File: config.mk
export PLATFORM = sky130hd
export DESIGN_NAME = regfile_req_ctrl
export DESIGN_NICKNAME = d
export VERILOG_FILES = /design/src/rtl/regfile_req_ctrl.sv
export SDC_FILE = /design/constraint.sdc
export NUM_CORES = 1
export LEC_CHECK = 0
export ABC_AREA = 1
export BUFFER_PORTS_ARGS = -buffer_cell sky130_fd_sc_hd__buf_4
export CAP_MARGIN = 20
export CORE_AREA = 2 2 173 141
export CTS_CLUSTER_DIAMETER = 30
export DETAILED_ROUTE_END_ITERATION = 10
export DIE_AREA = 0 0 175 143
export SETUP_SLACK_MARGIN = 0.02
export SLEW_MARGIN = 20
export SYNTH_ARGS = -nofsm -noshare
export SYNTH_HDL_FRONTEND = slang
export SYNTH_SLANG_ARGS = --single-unit
File: constraint.sdc
create_clock -name clk -period 6.8 [get_ports clk]
set_input_delay 0.34 -clock clk [delete_from_list [all_inputs] [get_ports clk]]
set_output_delay 0.34 -clock clk [all_outputs]
set_load 0.005 [all_outputs]
File: src/rtl/regfile_req_ctrl.sv
// Requester-side controller for a single-port, 1-cycle-latency regfile macro; reads return in order through a credit-limited response FIFO.
// Optional macro RFM_PERF_CNT_EN adds accepted read/write counters (perf_rd_o, perf_wr_o).
module regfile_req_ctrl #(
  parameter int BITS       = 64,
  parameter int WORD_DEPTH = 128,
  parameter int ADDR_WIDTH = $clog2(WORD_DEPTH),
  parameter int RSP_DEPTH  = 3
) (
  input  logic                  clk,
  input  logic                  rst_n,
  input  logic                  req_valid_i,
  output logic                  req_ready_o,
  input  logic                  req_we_i,
  input  logic [ADDR_WIDTH-1:0] req_addr_i,
  input  logic [BITS-1:0]       req_wd_i,
  output logic                  rsp_valid_o,
  input  logic                  rsp_ready_i,
  output logic [BITS-1:0]       rsp_data_o,
  output logic [ADDR_WIDTH-1:0] rsp_addr_o,
  output logic                  mem_ce_o,
  output logic                  mem_we_o,
  output logic [ADDR_WIDTH-1:0] mem_addr_o,
  output logic [BITS-1:0]       mem_wd_o,
  input  logic [BITS-1:0]       mem_rd_i,
  output logic                  busy_o
`ifdef RFM_PERF_CNT_EN
  ,
  output logic [31:0]           perf_rd_o,
  output logic [31:0]           perf_wr_o
`endif
);

  localparam int PW = (RSP_DEPTH > 1) ? $clog2(RSP_DEPTH) : 1;
  // One spare bit so count + inflight never overflows the compare.
  localparam int CW = $clog2(RSP_DEPTH + 1) + 1;

  logic [CW-1:0]         count;
  logic [PW-1:0]         wptr;
  logic [PW-1:0]         rptr;
  logic                  inflight;
  logic [ADDR_WIDTH-1:0] infl_addr;
  logic [BITS-1:0]       data_q [RSP_DEPTH];
  logic [ADDR_WIDTH-1:0] addr_q [RSP_DEPTH];
  logic                  acc;
  logic                  rd_issue;
  logic                  push;
  logic                  pop;

  function automatic logic [PW-1:0] ptr_inc(input logic [PW-1:0] p);
    return (p == PW'(RSP_DEPTH - 1)) ? '0 : p + PW'(1);
  endfunction

  // Credits cover both queued responses and the read still in the macro.
  assign req_ready_o = rst_n && ((count + CW'(inflight)) < CW'(RSP_DEPTH));
  assign acc         = req_valid_i & req_ready_o;
  assign rd_issue    = acc & ~req_we_i;

  assign mem_ce_o    = acc;
  assign mem_we_o    = acc & req_we_i;
  assign mem_addr_o  = acc ? req_addr_i : '0;
  assign mem_wd_o    = (acc & req_we_i) ? req_wd_i : '0;

  assign push        = inflight;
  assign rsp_valid_o = (count != '0);
  assign pop         = rsp_valid_o & rsp_ready_i;
  assign rsp_data_o  = data_q[rptr];
  assign rsp_addr_o  = addr_q[rptr];
  assign busy_o      = inflight | rsp_valid_o;

  always_ff @(posedge clk) begin
    if (!rst_n) begin
      count    <= '0;
      wptr     <= '0;
      rptr     <= '0;
      inflight <= 1'b0;
    end else begin
      inflight <= rd_issue;
      if (push) wptr <= ptr_inc(wptr);
      if (pop)  rptr <= ptr_inc(rptr);
      count <= count + CW'(push) - CW'(pop);
    end
  end

  // Payload storage needs no reset; only entries below count are ever observed.
  always_ff @(posedge clk) begin
    if (rd_issue) infl_addr <= req_addr_i;
    if (push) begin
      data_q[wptr] <= mem_rd_i;
      addr_q[wptr] <= infl_addr;
    end
  end

  assert property (@(posedge clk) disable iff (!rst_n) !(push && count == CW'(RSP_DEPTH)));

`ifdef RFM_PERF_CNT_EN
  always_ff @(posedge clk) begin
    if (!rst_n) begin
      perf_rd_o <= '0;
      perf_wr_o <= '0;
    end else begin
      if (rd_issue)         perf_rd_o <= perf_rd_o + 32'd1;
      if (acc & req_we_i)   perf_wr_o <= perf_wr_o + 32'd1;
    end
  end
`endif

endmodule

==> results_dict.tcl <==
set metrics [dict create \
    post_cts_buffers 0 \
    drt_wl_total_um 23500 \
    cts.htree.levels 2 \
    min_path_type "input port to flop" \
    hold_violations 0 \
    skew_ns 0.0156 \
    antenna_cells 0 \
    tightest_slew_ns 1.06 \
    cpPeakStageDelay_ns 0.65 \
    max_freq_ghz 0.330 \
    hold_depth 2 \
    path_delay_family "buffers and inverters" \
    drive_gt1_share_pct 38.8 \
    synthCells 751 \
    rsz0062_at_grt "no" \
    grt_pass1_wl_um 35200 \
    via_per_inst 4.69 \
    holdBufCountCts 0 \
    cts_made_buffers 43 \
    clk_pin_slew_ns 0.04 \
    yosys.area.top_type "edfxtp_1" \
    grt_max_degree 73 \
    die_area_sq_um 25000 \
    slew_headroom_pct 29.1 \
    vias 6560 \
    vdd_drop_max_mv 0.193 \
    fin_area_sq_um 13000 \
    drt_pre_antenna_iters 5 \
    start_util_pct 39.5 \
    post_dp_cell_area_sq_um 11600 \
    setup_viol 0 \
    synth_nets 895 \
    groute.usage.overall_pct 18.3 \
    cap_violations 0 \
    core_area_sq_um 23200 \
    io_pins 287 \
    setup_tns_ns 0 \
    fin_hold_ws_ns 0.0260 \
    p_leak_uw 0.00551 \
    worst_slack_ns 3.77 \
    post-route-period-util_pct 44.6 \
    synth.distinct_cells 20 \
    ys_dominant_reg_cell "edfxtp_1" \
    utilization_pct 56.1 \
    period_minus_slack_ns 3.03 \
    portBuffers 286 \
    async_reset_ff_share_pct 0 \
    grt.overflow.total 0 \
    start_kind "flop" \
    die_width_um 175 \
    drc 0 \
    drv_slew 0 \
    synthTopCellsByArea "edfxtp_1, a21oi_1, nor2_1" \
    ant_nets 0 \
    synth_common_cells "edfxtp_1, a21oi_1, nor2_1" \
    ys_seq_area_share_pct 74.2 \
    cpMaxStageDelayCell "buf_4" \
    synth-edff-count 220 \
    cp_num_buf_inv 4 \
    path_cells "buf_4 > inv_2 > buf_4 > nand2_1 > a21oi_1 > buf_4" \
    cts-resized-gates 0 \
    cp-end-kind "output port" \
    cp.depth 6 \
    cts_tree "done" \
    rows 50 \
    area_growth_pct 42.0 \
    clock_latency_ns 0.51 \
    cp_max_fo 72 \
    finalNetCount 1197 \
    clock-sinks 230 \
    netlist_area_sq_um 9170 \
    grt_pass1_vias 6431 \
    r2r_cells 5 \
    worstPathArrival_ns 2.69 \
    ys_ff_latch 230 \
    cpMostUsedCell "buf_4" \
    critPathRequiredTime_ns 6.46 \
    postSynthAreaPerCell_sq_um 12.2 \
    status "finished, final reports clean" \
    drt_iter0_drc 471 \
    preCtsSetupSlack_ns 4.34 \
    detail_route.wl_per_cell_um 16.8 \
    dp_hpwl_um 14400 \
    yosysWarnings 0 \
    antenna_found_initial 0 \
    crit_type "flop to output port" \
    yosysMostFrequentCell "edfxtp_1" \
    cts_root_buf "clkbuf_16" \
    p_per_area_nw_per_um2 380 \
    die_h_um 143 \
    cts_buffer_depth 3 \
    gp_congestion 0.808 \
    yosys.area.top_type_share_pct 72.0 \
]
per-stage QoR:
step | power [uW] | instances
floorplan | 2260 | 751
global placement | 2930 | 1320
detailed placement | 2940 | 1320
CTS | 5010 | 1398
global route | 5190 | 1398
finish | 4940 | 1398
area by class of cell:
class / count / area (sq um)
clock buffers: 53 / 1180
clock inverters: 25 / 254
fillers: 1963 / 10200
inverters: 90 / 338
multi-input cells: 394 / 1850
flip-flops and latches: 230 / 6810
well taps: 312 / 390
repair buffers: 294 / 2210
registers in the layout, indices dropped and copies added, names as in the netlist, named ones only:
name / flops
addr_q: 21
inflight: 1
wptr: 2
count: 3
data_q: 192
infl_addr: 7
rptr: 2
logic make-up (layout without fill, tap and decap cells):
group | Yosys count | in the layout | synth area share [%]
compound gates | 147 | 147 | 8.06
flops | 230 | 230 | 74.2
buf+inv | 127 | 462 | 5.68
fa+ha+maj | 4 | 4 | 0.546
simple gates | 243 | 243 | 11.5
per-layer routing:
layer  track usage [%]  vias up  part of all wire (%)  wire length (um)
met3              6.47       39                   9.0              2120
met5                 0        -                     0                 0
met2              29.0      274                    47             11100
li1                  -     3167                     -                 -
met1              23.7     3080                    42              9800
met4              5.70        0                   1.9               446
power by group:
| part | switching, uW | internal [uW] |
|---|---|---|
| registers | 19.4 | 1620 |
| logic | 681 | 573 |
| clock network | 643 | 1400 |
| total | 1340 | 3600 |
worst paths after layout:
path	startpoint	endpoint	slack (ns)
setup / recovery	flop	rsp_data_o[26]	3.77
hold / removal	req_we_i	inflight	0.03
setup reg to reg	inflight	infl_addr[4]	4.56
hold reg to reg	wptr[1]	wptr[1]	0.47
layout by cell type (no fill, tap or decap):
| master | count |
|---|---|
| clkbuf_8 | 2 |
| nand3_1 | 6 |
| clkinv_4 | 1 |
| clkbuf_1 | 6 |
| inv_1 | 85 |
| clkinv_1 | 4 |
| a21oi_2 | 1 |
| bufinv_16 | 5 |
| nand2_1 | 81 |
| edfxtp_1 | 220 |
| clkinvlp_4 | 2 |
| nor2_2 | 49 |
| nand4_1 | 2 |
| nor2_1 | 102 |
| clkinv_2 | 13 |
| a21oi_1 | 146 |
| clkbuf_16 | 45 |
| nor3_2 | 1 |
| dfxtp_1 | 8 |
| inv_2 | 5 |
| and2_1 | 1 |
| buf_4 | 294 |
| ha_1 | 4 |
| or2_2 | 1 |
| dfxtp_2 | 2 |
No activity file was read; power rests on OpenSTA's default activity.
